### config.mk
export PLATFORM = sky130hd
export DESIGN_NAME = front_panel_seq
export DESIGN_NICKNAME = d
export VERILOG_FILES = /design/src/rtl/front_panel_pkg.sv /design/src/rtl/panel_pb_cond.sv /design/src/rtl/front_panel_seq.sv
export SDC_FILE = /design/constraint.sdc
export NUM_CORES = 1
export LEC_CHECK = 0
export ABC_AREA = 0
export BUFFER_PORTS_ARGS = -buffer_cell sky130_fd_sc_hd__buf_4
export CAP_MARGIN = 20
export CORE_ASPECT_RATIO = 0.8
export CORE_UTILIZATION = 40
export DETAILED_ROUTE_END_ITERATION = 12
export PLACE_DENSITY_LB_ADDON = 0.15
export SLEW_MARGIN = 10
export SYNTH_ARGS = -nofsm -noshare
export SYNTH_HDL_FRONTEND = slang
export SYNTH_HIERARCHICAL = 1
export SYNTH_SLANG_ARGS = --single-unit
### constraint.sdc
create_clock -name clk -period 2.1 [get_ports clk]
set_input_delay 0.105 -clock clk [delete_from_list [all_inputs] [get_ports clk]]
set_output_delay 0.105 -clock clk [all_outputs]
set_load 0.03 [all_outputs]
### src/rtl/front_panel_pkg.sv
// Shared types for the front-panel sequencer:
// FSM states, panel operations and button priority.
package front_panel_pkg;

  typedef enum logic [1:0] {
    IDLE,
    WR,
    RD,
    RD_WAIT
  } state_t;

  typedef enum logic [2:0] {
    OP_NONE,
    OP_EX,
    OP_EXN,
    OP_DEP,
    OP_DEPN
  } op_t;

  // Highest-priority button wins; the rest are dropped.
  function automatic op_t pick_op(
    input logic ex,
    input logic exn,
    input logic dep,
    input logic depn
  );
    if (ex) return OP_EX;
    if (exn) return OP_EXN;
    if (dep) return OP_DEP;
    if (depn) return OP_DEPN;
    return OP_NONE;
  endfunction

endpackage

### src/rtl/panel_pb_cond.sv
// Push-button conditioner: synchroniser, debounce,
// press-edge event and optional auto-repeat.
module panel_pb_cond #(
  parameter int DEBOUNCE_CYCLES = 50000,
  parameter int REPEAT_DELAY = 25000000,
  parameter int REPEAT_PERIOD = 2500000,
  parameter bit REPEAT_EN = 1'b0
) (
  input  logic clk,
  input  logic reset,
  input  logic pb,
  input  logic en,
  output logic evt
);

  localparam int DW = $clog2(DEBOUNCE_CYCLES + 1);
  localparam int RMAX = (REPEAT_DELAY > REPEAT_PERIOD) ?
                        REPEAT_DELAY : REPEAT_PERIOD;
  localparam int RW = $clog2(RMAX + 1);

  logic [1:0] sync;
  logic raw;
  logic armed;
  logic level;
  logic first;
  logic [DW-1:0] dcnt;
  logic [RW-1:0] rcnt;
  logic [RW-1:0] target;
  logic settle;
  logic rise;

  assign raw = sync[1];
  assign settle = (dcnt == DW'(DEBOUNCE_CYCLES - 1));
  assign rise = armed & ~level & raw & settle;
  assign target = first ? RW'(REPEAT_DELAY) : RW'(REPEAT_PERIOD);

  // Sync resets to 1 so a button held through reset stays unarmed
  // until it has been seen released.
  always_ff @(posedge clk) begin
    if (reset) begin
      sync <= '1;
      armed <= 1'b0;
      level <= 1'b0;
      first <= 1'b0;
      dcnt <= '0;
      rcnt <= '0;
      evt <= 1'b0;
    end else begin
      sync <= {sync[0], pb};
      evt <= 1'b0;
      if (!raw) armed <= 1'b1;
      if (!armed || raw == level) begin
        dcnt <= '0;
      end else if (settle) begin
        dcnt <= '0;
        level <= raw;
      end else begin
        dcnt <= dcnt + 1'b1;
      end
      if (rise) begin
        evt <= en;
        rcnt <= RW'(1);
        first <= 1'b1;
      end else if (REPEAT_EN && level) begin
        if (rcnt == target) begin
          evt <= en;
          rcnt <= RW'(1);
          first <= 1'b0;
        end else begin
          rcnt <= rcnt + 1'b1;
        end
      end
    end
  end

endmodule

### src/rtl/front_panel_seq.sv
// Altair front-panel sequencer: one address register and one FSM
// driving examine/deposit accesses over the panel memory bus.
module front_panel_seq #(
  parameter int ADDR_WIDTH = 16,
  parameter int DATA_WIDTH = 8,
  parameter int DEBOUNCE_CYCLES = 50000,
  parameter int REPEAT_DELAY = 25000000,
  parameter int REPEAT_PERIOD = 2500000,
  parameter int RD_LATENCY = 1,
  parameter logic [ADDR_WIDTH-1:0] PROT_BASE = 16'hFD00,
  parameter logic [ADDR_WIDTH-1:0] PROT_MASK = 16'hFF00
) (
  input  logic clk,
  input  logic reset,
  input  logic pause,
  input  logic examine_pb,
  input  logic examine_next_pb,
  input  logic deposit_pb,
  input  logic deposit_next_pb,
  input  logic [ADDR_WIDTH-1:0] sw,
  input  logic [DATA_WIDTH-1:0] mem_rdata,
  output logic [ADDR_WIDTH-1:0] mem_addr,
  output logic [DATA_WIDTH-1:0] mem_wdata,
  output logic mem_we,
  output logic mem_re,
  output logic panel_bus,
  output logic cpu_hold,
  output logic busy,
  output logic [ADDR_WIDTH-1:0] addr_leds,
  output logic [DATA_WIDTH-1:0] data_leds,
  output logic prot_err
);
  import front_panel_pkg::*;

  localparam int LW = (RD_LATENCY > 1) ? $clog2(RD_LATENCY) : 1;

  logic ev_ex;
  logic ev_exn;
  logic ev_dep;
  logic ev_depn;
  op_t op;
  state_t state, state_nx;
  logic [ADDR_WIDTH-1:0] addr_reg, addr_nx;
  logic [DATA_WIDTH-1:0] data_reg, data_nx;
  logic [LW-1:0] wcnt, wcnt_nx;
  logic prot_hit;

  panel_pb_cond #(
    .DEBOUNCE_CYCLES(DEBOUNCE_CYCLES),
    .REPEAT_DELAY(REPEAT_DELAY),
    .REPEAT_PERIOD(REPEAT_PERIOD),
    .REPEAT_EN(1'b0)
  ) u_ex (
    .clk(clk), .reset(reset), .pb(examine_pb),
    .en(pause), .evt(ev_ex)
  );

  panel_pb_cond #(
    .DEBOUNCE_CYCLES(DEBOUNCE_CYCLES),
    .REPEAT_DELAY(REPEAT_DELAY),
    .REPEAT_PERIOD(REPEAT_PERIOD),
    .REPEAT_EN(1'b1)
  ) u_exn (
    .clk(clk), .reset(reset), .pb(examine_next_pb),
    .en(pause), .evt(ev_exn)
  );

  panel_pb_cond #(
    .DEBOUNCE_CYCLES(DEBOUNCE_CYCLES),
    .REPEAT_DELAY(REPEAT_DELAY),
    .REPEAT_PERIOD(REPEAT_PERIOD),
    .REPEAT_EN(1'b0)
  ) u_dep (
    .clk(clk), .reset(reset), .pb(deposit_pb),
    .en(pause), .evt(ev_dep)
  );

  panel_pb_cond #(
    .DEBOUNCE_CYCLES(DEBOUNCE_CYCLES),
    .REPEAT_DELAY(REPEAT_DELAY),
    .REPEAT_PERIOD(REPEAT_PERIOD),
    .REPEAT_EN(1'b1)
  ) u_depn (
    .clk(clk), .reset(reset), .pb(deposit_next_pb),
    .en(pause), .evt(ev_depn)
  );

  assign op = pick_op(ev_ex, ev_exn, ev_dep, ev_depn);
  assign prot_hit = ((addr_reg & PROT_MASK) == (PROT_BASE & PROT_MASK));

  assign busy = (state != IDLE);
  assign panel_bus = pause | busy;
  assign cpu_hold = pause | busy;
  assign mem_addr = addr_reg;
  assign addr_leds = addr_reg;
  assign data_leds = data_reg;
  assign mem_wdata = sw[DATA_WIDTH-1:0];

  always_ff @(posedge clk) begin
    if (reset) begin
      state <= IDLE;
      addr_reg <= '0;
      data_reg <= '0;
      wcnt <= '0;
    end else begin
      state <= state_nx;
      addr_reg <= addr_nx;
      data_reg <= data_nx;
      wcnt <= wcnt_nx;
    end
  end

  // Strobes are masked by reset so an aborted op issues nothing.
  always_comb begin
    state_nx = state;
    addr_nx = addr_reg;
    data_nx = data_reg;
    wcnt_nx = wcnt;
    mem_we = 1'b0;
    mem_re = 1'b0;
    prot_err = 1'b0;
    unique case (state)
      IDLE: begin
        if (pause) begin
          unique case (op)
            OP_EX: begin
              addr_nx = sw;
              state_nx = RD;
            end
            OP_EXN: begin
              addr_nx = addr_reg + 1'b1;
              state_nx = RD;
            end
            OP_DEP: state_nx = WR;
            OP_DEPN: begin
              addr_nx = addr_reg + 1'b1;
              state_nx = WR;
            end
            default: ;
          endcase
        end
      end
      WR: begin
        prot_err = prot_hit & ~reset;
        mem_we = ~prot_hit & ~reset;
        state_nx = RD;
      end
      RD: begin
        mem_re = ~reset;
        wcnt_nx = '0;
        state_nx = RD_WAIT;
      end
      RD_WAIT: begin
        if (wcnt == LW'(RD_LATENCY - 1)) begin
          data_nx = mem_rdata;
          state_nx = IDLE;
        end else begin
          wcnt_nx = wcnt + 1'b1;
        end
      end
      default: state_nx = IDLE;
    endcase
  end

endmodule

==> results of run 1 <==
-- state kept, by name (all words and copies together), names as in the netlist, 8 cells and up --
name / cells
u_exn/dcnt: 16
u_depn/rcnt: 25
u_dep/dcnt: 16
u_exn/rcnt: 25
u_depn/dcnt: 16
u_ex/dcnt: 16
addr_leds: 16
data_leds: 8
-- layout make-up --
cell class	count	area [um^2]	share of cell area, %
clock buffer	18	439	4.51
timing repair buffer	149	1200	12.3
sequential	162	3250	33.4
inverter	33	124	1.27
multi-input combinational	656	4220	43.3
tap	258	323	3.31
clock inverter	14	191	1.96
-- power breakdown --
part	internal [W]	switching (W)
Clock	0.00195	0.00137
Sequential	0.00309	0.0000143
Combinational	0.000139	0.000165
Total	0.00518	0.00155
-- synth_stat cells (all sizes together), types with 4 or more instances --
master,n
clkbuf,10
a211oi,14
mux2i,12
o21ai,22
o31ai,6
nor3b,4
inv,33
dfxtp,162
nor3,38
nand2,51
a22oi,4
nand4b,4
a31oi,6
and2,4
nor4,18
nor2b,4
a31o,4
nand3,53
nand2b,5
buf,45
or3,18
nor4b,4
nor2,136
a21oi,25
and3,14
and4,6
nand4,37
xnor2,52
nor4bb,4
xor2,41
ha,13
or2,11
or4,11
-- worst max-delay path by stage --
stage,start,endpoint,slack (ns),cells after the start
after floorplan,u_depn/rcnt[0]$_SDFFE_PP0P_,u_depn/rcnt[22]$_SDFFE_PP0P_,0.13,6
after global placement,u_depn/rcnt[0]$_SDFFE_PP0P_,u_depn/rcnt[24]$_SDFFE_PP0P_,0.08,5
after detailed placement,u_depn/rcnt[0]$_SDFFE_PP0P_,u_depn/rcnt[24]$_SDFFE_PP0P_,0.06,5
after CTS,u_depn/rcnt[0]$_SDFFE_PP0P_,u_depn/rcnt[24]$_SDFFE_PP0P_,0.07,5
after global routing,u_depn/rcnt[1]$_SDFFE_PP0P_,u_depn/rcnt[24]$_SDFFE_PP0P_,-0.01,5
final,u_depn/rcnt[0]$_SDFFE_PP0P_,u_depn/rcnt[24]$_SDFFE_PP0P_,0.05,5
-- timing repair --
item	in CTS	in global routing
endpoints found under the setup margin	0	26
hold endpoints to repair	22	0
gates resized for setup	0	10
hold buffers	22	0
-- cells in the final DEF, fill, tap and decap left out, types with 5 or more instances in the layout --
cell type and n:
a211oi_1 10, a21oi_1 24, a31oi_1 6, and3_1 14
and4_1 5, buf_4 125, clkbuf_16 17, dfxtp_1 158
dlygate4sd3_1 22, ha_1 12, inv_1 33, inv_6 5
mux2i_1 12, nand2_1 50, nand3_1 53, nand4_1 37
nor2_1 127, nor2_2 9, nor3_1 36, nor4_1 16
o21ai_0 22, o31ai_1 6, or2_2 9, or3_1 17
or4_1 6, or4_4 5, xnor2_1 52, xor2_1 41
-- layer usage --
layer	vias to the layer above	track usage [%]
met5	-	0
met4	0	4.93
met2	101	24.1
met3	10	3.53
li1	3408	-
met1	2992	25.1
-- worst max-delay path: cells and delay by family, from the launching register on --
family	cells	cell delay, ns
simple gates	3	1.25
flops	1	0.38
compound gates	1	0.21
fa+ha+maj	1	0.14
-- metrics by stage --
stage          utilization, %  power (W)  instance area, um^2
6_report                 50.6    0.00672                 9750
5_1_grt                  50.6    0.00697                 9750
4_1_cts                  50.4    0.00682                 9710
3_5_place_dp             46.0    0.00345                 8860
3_3_place_gp             46.0    0.00345                 8860
2_1_floorplan               -    0.00335                 7970
-- logic make-up after synthesis --
kind of cell / Yosys count / synth area share [%]
buffers and inverters: 89 / 6.74
DFF: 162 / 40.7
and+or+nand+nor: 437 / 29.9
xor gates and xnor gates: 93 / 10.2
AOI/OAI and AO/OA: 100 / 8.87
adders and majority gates: 13 / 2.04
muxes: 12 / 1.51
==> out/qor.yml, run 1 <==
yosys.area.top_type: "dfxtp_1"
hold_viol: 0
clock_path_buffers: 2
synth_cell_type_count: 70
wl_met2_um: 7000
drcViolationCount: 0
path_max_fanout: 6
grt_pass1_wl_um: 28300
regToRegSetupSlack_ns: 0.05
vias_per_cell: 5.05
die-height_um: 128
area_growth_syn_to_layout_pct: 22.3
hold_path_end: "addr_leds[6]$_SDFFE_PP0P_"
antenna_cells: 0
avgSynthCellArea_um2: 8.80
drtAntennaViolNets: 0
synth_area_um2: 7970
crit_type: "flip-flop to flip-flop"
io_pins: 85
slew_violations: 0
port_buffers: 84
worstSkewPairLatency_ns: 0.42
cts.sinks: 162
cp_data_required_time_ns: 2.45
fmax_mhz: 487
synth_top_area_share_pct: 40.7
fin_crit_sh_pct: 97.8
reg2reg_to: "u_depn/rcnt[24]$_SDFFE_PP0P_"
wl_per_cell_um: 13.3
hp-class: "input port to flip-flop"
async_flop_share_pct: 0
synth.area.top_cells: "dfxtp_1 (41%), nor2_1 (6.0%), xnor2_1 (5.7%)"
rows: 45
instances_no_fill: 1290
fillers: 1831
cts_buffers: 17
grt_max_degree: 34
fin_crit_ns: 2.05
outcome: "finished, final reports clean"
track_usage_pct: 16.8
gr-total-overflow: 0
highest_layer: "met4"
path_cells: "ha_4, nand4_1, or4_4, or4_4, a211oi_2"
synthCells: 906
place.gp.congestion: 0.811
holdWs_ns: 0.0209
r2r-start: "u_depn/rcnt[0]$_SDFFE_PP0P_"
place_hpwl_um: 11800
die_width_um: 160
root_buffer: "clkbuf_16"
layout.nets: 1063
drive_above_1_share_pct: 20.9
dominantRegCellSynth: "dfxtp_1"
min_from: "sw[6]"
wl_met3_um: 677
setup_violations: 0
coreArea_um2: 19300
worst_slew_pin_slew_ns: 0.543
cts_tree: "built"
grt_pass1_vias: 5804
ir_drop_mv: 0.435
power.density_nw_per_um2: 689
ys_warn_count: 6
dpl.cell_count: 1235
clk_pin_slew_worst_paths_ns: 0.06
tns_ns: 0
reg2reg_depth: 5
synth_fp_nets: 950
antenna_found_initial: 0
crit_top_cell: "or4_4"
setup_slack_ns: 0.0453
cp_slowest_cell: "or4_4"
endpoint_kind: "flip-flop"
finalClockSkew_ns: 0.00859
synth_edf_count: 0
drt_iter0_drc: 352
relSlewSlack_pct: 63.5
holdPathStages: 3
cts_setup_buffers: 0
crit_arrival_ns: 2.40
slowest_delay_ns: 0.57
vias: 6511
yosys_register_bits: 162
start_util_pct: 41.4
p_leak_nw: 3.33
routed_wl_um: 17200
htreeDepth: 4
ys_seq_area_share_pct: 40.7
worstSetupStartpointType: "flip-flop"
m1WireLength_um: 9320
drt_first_pass_iters: 5
pre_cts_slack_ns: 0.0579
die-area_um2: 20500
drv_cap: 0
(Power assumes the default switching activity.)
==> run 2: changes to the inputs <==
- REMOVE_ABC_BUFFERS: default -> 1
==> run 2 against run 1 <==
Final cell count grew 0.23%. Sequential power is essentially flat. Critical endpoint unchanged. Utilization shrank 0.078 points. Sequential share of layout area is essentially flat. Global-route usage grew 0.19 points. Sequential cell count is the same. Register-to-register slack is essentially flat.
==> out/qor.yml, run 2 (synthesized netlist as in run 1, its figures left out) <==
outcome: "finished, final reports clean"
port_buffers: 84  # unchanged
cts.sinks: 162  # unchanged
ir_drop_mv: 0.350  # -19%
coreArea_um2: 19300  # unchanged
grt_pass1_vias: 5825  # +0.36%
grt_use_met2_pct: 24.3  # +0.21 points
finalClockSkew_ns: 0.0156  # +0.00696 ns
drt_first_pass_iters: 5  # unchanged
relSlewSlack_pct: 55.6  # -7.9 points
fin_area_um2: 9730  # -0.15%
fin_crit_ns: 2.06  # +0.00680 ns
p_sw_share_pct: 23.3  # +0.30 points
clk_pin_slew_worst_paths_ns: 0.07  # about the same
reg_top3: "u_depn/rcnt (25), u_exn/rcnt (25)"
place_hpwl_um: 11800  # about the same
layout_common_cells: "dfxtp_1 (158), nor2_1 (127), buf_4 (125)"
slew_violations: 0  # unchanged
antenna_cells: 0  # unchanged
switchingPower_w: 0.00149  # -3.4%
hold_viol: 0  # unchanged
p_leak_nw: 3.32  # -0.39%
r2r-start: "u_depn/rcnt[1]$_SDFFE_PP0P_"
worstSetupStartpointType: "flip-flop"
use_met3_pct: 3.27  # -0.26 points
antenna_found_initial: 0  # unchanged
path_max_fanout: 5  # -1
rows: 45  # unchanged
p_comb_share_pct: 4.8  # +0.3 points
regToRegSetupSlack_ns: 0.04  # about the same
track_usage_pct: 17.0  # +0.19 points
routed_wl_um: 17200  # unchanged
grt.busiest_layer: "met1"
setup_violations: 0  # unchanged
fin_crit_sh_pct: 98.2  # +0.32 points
holdPathStages: 3  # unchanged
area_growth_syn_to_layout_pct: 22.1
drv_cap: 0  # unchanged
reg2reg_depth: 5  # unchanged
gr-total-overflow: 0  # unchanged
layout.nets: 1066  # +0.28%
die-height_um: 128  # unchanged
drtAntennaViolNets: 0  # unchanged
fmax_mhz: 485  # -0.33%
vias: 6566  # +0.84%
holdWs_ns: 0.0302  # +0.00925 ns
clock_path_buffers: 2  # unchanged
start_util_pct: 41.4  # unchanged
crit_arrival_ns: 2.40  # about the same
cp_slowest_cell: "or4_4"
cts_tree: "built"
drcViolationCount: 0  # unchanged
die_width_um: 160  # unchanged
grt_max_degree: 38  # +12%
slowest_delay_ns: 0.55  # -0.02 ns
worst_slew_pin_slew_ns: 0.665  # +0.122 ns
worstSkewPairLatency_ns: 0.43  # about the same
reg2reg_to: "u_depn/rcnt[24]$_SDFFE_PP0P_"
io_pins: 85  # unchanged
cts_buffers: 17  # unchanged
endpoint_kind: "flip-flop"
power.share.clock_pct: 46.8  # -2.5 points
vias_per_cell: 5.08  # +0.61%
grt_pass1_wl_um: 28600  # +0.78%
hold_path_end: "addr_leds[12]$_SDFFE_PP0P_"
power.density_nw_per_um2: 658  # -4.5%
final_common_cell: "dfxtp_1"
place.gp.congestion: 0.791  # -2.5%
min_from: "sw[12]"
path_cells: "ha_4, nand4_1, or4_4, or4_1, a211oi_2"
die-area_um2: 20500  # unchanged
crit_type: "flip-flop to flip-flop"
drt_iter0_drc: 389  # +11%
cp_data_required_time_ns: 2.44  # about the same
htreeDepth: 4  # unchanged
wl_per_cell_um: 13.3  # -0.23%
p_int_w: 0.00492  # -5.0%
drive_above_1_share_pct: 21.2  # +0.23 points
hp-class: "input port to flip-flop"
dpl_cell_area_um2: 8880  # +0.23%
seqPwrFrac_pct: 48.4  # +2.2 points
root_buffer: "clkbuf_16"
grt_use_met1_pct: 25.2  # +0.10 points
## run 2: worst max path at each step
stage / from / end / depth (start not counted)
final: u_depn/rcnt[1]$_SDFFE_PP0P_ / u_depn/rcnt[24]$_SDFFE_PP0P_ / 5
after global routing: u_depn/rcnt[1]$_SDFFE_PP0P_ / u_depn/rcnt[24]$_SDFFE_PP0P_ / 5
after CTS: u_depn/rcnt[1]$_SDFFE_PP0P_ / u_depn/rcnt[24]$_SDFFE_PP0P_ / 5
after detailed placement: u_depn/rcnt[1]$_SDFFE_PP0P_ / u_depn/rcnt[24]$_SDFFE_PP0P_ / 5
after global placement: u_depn/rcnt[1]$_SDFFE_PP0P_ / u_depn/rcnt[24]$_SDFFE_PP0P_ / 5
after floorplan: u_exn/rcnt[19]$_SDFFE_PP0P_ / u_exn/rcnt[10]$_SDFFE_PP0P_ / 5
## run 2: worst max-delay path, delay by kind of cell, from the launching register on
family / cells / cell delay, ns
compound gates: 1 / 0.24
fa+ha+maj: 1 / 0.13
flops: 1 / 0.37
simple gates: 3 / 1.23
## run 2: power by group through the flow
stage          clock (W)  combinational [W]  sequential, W
6_report         0.00300           0.000308        0.00310
5_1_grt          0.00322           0.000333        0.00310
4_1_cts          0.00309           0.000309        0.00310
3_5_place_dp           0           0.000274        0.00317
3_3_place_gp           0           0.000273        0.00317
2_1_floorplan          0           0.000118        0.00317
## run 2: repair_timing
| action | CTS | global route |
|---|---|---|
| hold buffers | 22 | 0 |
| endpoints found under the setup margin | 0 | 21 |
| gates resized for setup | 0 | 12 |
| endpoints found under the hold margin | 25 | 0 |
| buffers inserted | 0 | 2 |
## run 2: cell type report
cell class / instances / area (um^2)
fillers: 1835 / 9520
multi-input cells: 656 / 4230
flip-flops and latches: 162 / 3250
repair buffers: 152 / 1240
clock buffers: 19 / 443
well taps: 258 / 323
clock inverters: 13 / 126
inverters: 33 / 124
## run 2: per-stage QoR
step                      setup WS (ns)  utilization, %  setup TNS [ns]  total power (W)  cells
final                            0.0385            50.5               0          0.00641   1293
after global routing            -0.0390            50.5         -0.0390          0.00666   1293
after CTS                        0.0592            50.2               0          0.00650   1290
after detailed placement         0.0699            46.1               0          0.00345   1236
after global placement            0.122            46.1               0          0.00345   1236
after floorplan                  -0.101               -           -4.36          0.00329    850
## run 2: routing by layer
metal	vias up	routed length, um
met5	-	0
met4	0	225
met3	14	676
met2	123	7190
met1	3010	9060
li1	3419	-
==> run 3: changes to the inputs <==
--- a/config.mk
+++ b/config.mk
@@ -10,5 +10,5 @@
 export CAP_MARGIN = 20
 export CORE_ASPECT_RATIO = 0.8
-export CORE_UTILIZATION = 40
+export CORE_UTILIZATION = 50
 export DETAILED_ROUTE_END_ITERATION = 12
 export PLACE_DENSITY_LB_ADDON = 0.15
==> constraint.sdc (replaced) <==
create_clock -name clk -period 2.1 [get_ports clk]
set_input_delay 0.315 -clock clk [delete_from_list [all_inputs] [get_ports clk]]
set_output_delay 0.315 -clock clk [all_outputs]
set_load 0.03 [all_outputs]
==> run 3 against run 2 <==
Critical path depth stayed put. Largest power group unchanged. Total power is 0.37% higher. Sequential cell count stayed put. Final cell count is 5.8% lower. Utilization is 11 points higher. First-iteration DRC count is 9.0% lower. Clock skew is 0.0052 ns lower. Highest routed layer unchanged.
==> out/qor.yml, run 3 (synthesized netlist as in run 1, its figures left out) <==
outcome: "finished, final reports clean"
path_cells: "ha_2, nand4_1, or4_4, or4_4, a211oi_2"
p_sw_share_pct: 23.6  # +0.33 points
drcViolationCount: 0  # unchanged
p_leak_nw: 3.23  # -2.6%
crit_arrival_ns: 2.35  # -0.05 ns
relSlewSlack_pct: 60.3  # +4.7 points
p_total_w: 0.00643  # +0.37%
p_comb_share_pct: 4.2  # -0.6 points
holdWs_ns: 0.0699  # +0.0397 ns
power.share.clock_pct: 47.6  # +0.8 points
power.density_nw_per_um2: 681  # +3.5%
setup_slack_ns: 0.0990  # +0.0605 ns
cts_hold_buf: 0  # -100%
drt_first_pass_iters: 4  # -1
antenna_cells: 0  # unchanged
min_from: "deposit_next_pb"
clk_pin_slew_worst_paths_ns: 0.07  # about the same
fin_crit_ns: 2.00  # -0.0605 ns
antenna_found_initial: 0  # unchanged
path_max_fanout: 7  # +2
crit_type: "flip-flop to flip-flop"
worstSkewPairLatency_ns: 0.43  # about the same
drive_above_1_share_pct: 21.4  # +0.27 points
grt_pass1_vias: 5737  # -1.5%
crit_top_cell: "or4_4"
worstSetupStartpointType: "flip-flop"
routed_wl_um: 16200  # -5.3%
track_usage_pct: 20.5  # +3.5 points
place.gp.congestion: 0.840  # +6.2%
layout.nets: 1039  # -2.5%
setup_violations: 0  # unchanged
layout_common_cells: "dfxtp_1 (158), nor2_1 (127), buf_4 (120)"
rows: 40  # -11%
crit_start: "u_depn/rcnt[0]$_SDFFE_PP0P_"
pre_cts_slack_ns: 0.0811  # +0.0112 ns
worst_slew_pin_slew_ns: 0.595  # -0.0700 ns
root_buffer: "clkbuf_16"
fmax_mhz: 500  # +3.0%
die_width_um: 143  # -10%
fin_util_pct: 61.6  # +11 points
grt_pass1_wl_um: 27100  # -5.1%
die-area_um2: 16400  # -20%
reg_top3: "u_depn/rcnt (25), u_exn/rcnt (25)"
rsz0062_at_grt: "no"
vias_per_cell: 5.33  # +5.0%
multi_input_area_um2: 4210  # -0.33%
cts_tree: "built"
endpoint_kind: "flip-flop"
grt_max_degree: 33  # -13%
slew_violations: 0  # unchanged
ir_drop_mv: 0.508  # +45%
fillers: 1344  # -27%
port_buffers: 84  # unchanged
switchingPower_w: 0.00152  # +1.8%
cp_data_required_time_ns: 2.44  # about the same
regArea_um2: 3250  # about the same
htreeDepth: 4  # unchanged
hp-class: "input port to flip-flop"
r2r-start: "u_depn/rcnt[0]$_SDFFE_PP0P_"
slowest_delay_ns: 0.59  # +0.04 ns
p_int_w: 0.00491  # about the same
coreArea_um2: 15300  # -20%
drv_cap: 0  # unchanged
fin_crit_sh_pct: 95.3  # -2.9 points
io_pins: 85  # unchanged
place_hpwl_um: 11300  # -4.7%
seqPwrFrac_pct: 48.2  # -0.2 points
wl_per_cell_um: 13.3  # +0.54%
vias: 6492  # -1.1%
final_common_cell: "dfxtp_1"
cts.sinks: 162  # unchanged
cp_slowest_cell: "or4_4"
finalClockSkew_ns: 0.0104  # -0.00520 ns
drtAntennaViolNets: 0  # unchanged
die-height_um: 115  # -10%
drt_iter0_drc: 354  # -9.0%
hold_viol: 0  # unchanged
clock_path_buffers: 2  # unchanged
start_util_pct: 52.0  # +11 points
gr-total-overflow: 0  # unchanged
area_growth_syn_to_layout_pct: 18.5
cts_buffers: 17  # unchanged
==> run 3: stage by stage <==
step | cells | area, um^2 | setup TNS, ns
floorplan | 850 | 7560 | -4.40
global placement | 1181 | 8790 | 0
detailed placement | 1181 | 8790 | 0
CTS | 1213 | 9370 | 0
global route | 1218 | 9440 | 0
finish | 1218 | 9440 | 0
==> run 3: final timing paths <==
kind                                                     end  cells after the start  slack, ns
worst max-delay path            u_depn/rcnt[24]$_SDFFE_PP0P_                      5        0.1
worst min-delay path               u_depn/sync[0]$_SDFF_PP1_                      2       0.07
worst max register to register  u_depn/rcnt[24]$_SDFFE_PP0P_                      5        0.1
worst min register to register      u_exn/sync[1]$_SDFF_PP1_                      1       0.41
==> run 3: worst max-delay path, delay by kind of cell, from the launching register on <==
kind | cells | cell delay (ns)
compound gates | 1 | 0.17
simple gates | 3 | 1.21
flops | 1 | 0.36
fa+ha+maj | 1 | 0.18
==> run 3: cell type report <==
| type | count | area share (%) |
|---|---|---|
| Clock buffer | 18 | 4.65 |
| Clock inverter | 14 | 1.52 |
| Inverter | 33 | 1.31 |
| Multi-Input combinational cell | 655 | 44.6 |
| Sequential cell | 162 | 34.5 |
| Tap cell | 210 | 2.78 |
| Timing Repair Buffer | 126 | 10.7 |
==> run 3: timing repair <==
action	4_1_cts	5_1_grt
endpoints found under the setup margin	0	27
buffers inserted	0	5
hold endpoints to repair	0	0
resized for setup	0	11
==> run 3: routing by layer <==
metal  global-route usage [%]  part of all wire [%]  vias up
li1                         -                     -     3353
met1                     29.6                    51     2989
met2                     30.3                    43      137
met3                     5.08                   5.0       13
met4                     5.73                  0.98        0
met5                        0                     0        -
==> run 3: power groups by stage <==
stage	sequential, W	combinational, W	clock, W
2_1_floorplan	0.00317	0.000118	0
3_3_place_gp	0.00317	0.000271	0
3_5_place_dp	0.00317	0.000272	0
4_1_cts	0.00310	0.000273	0.00315
5_1_grt	0.00310	0.000294	0.00329
6_report	0.00310	0.000271	0.00306
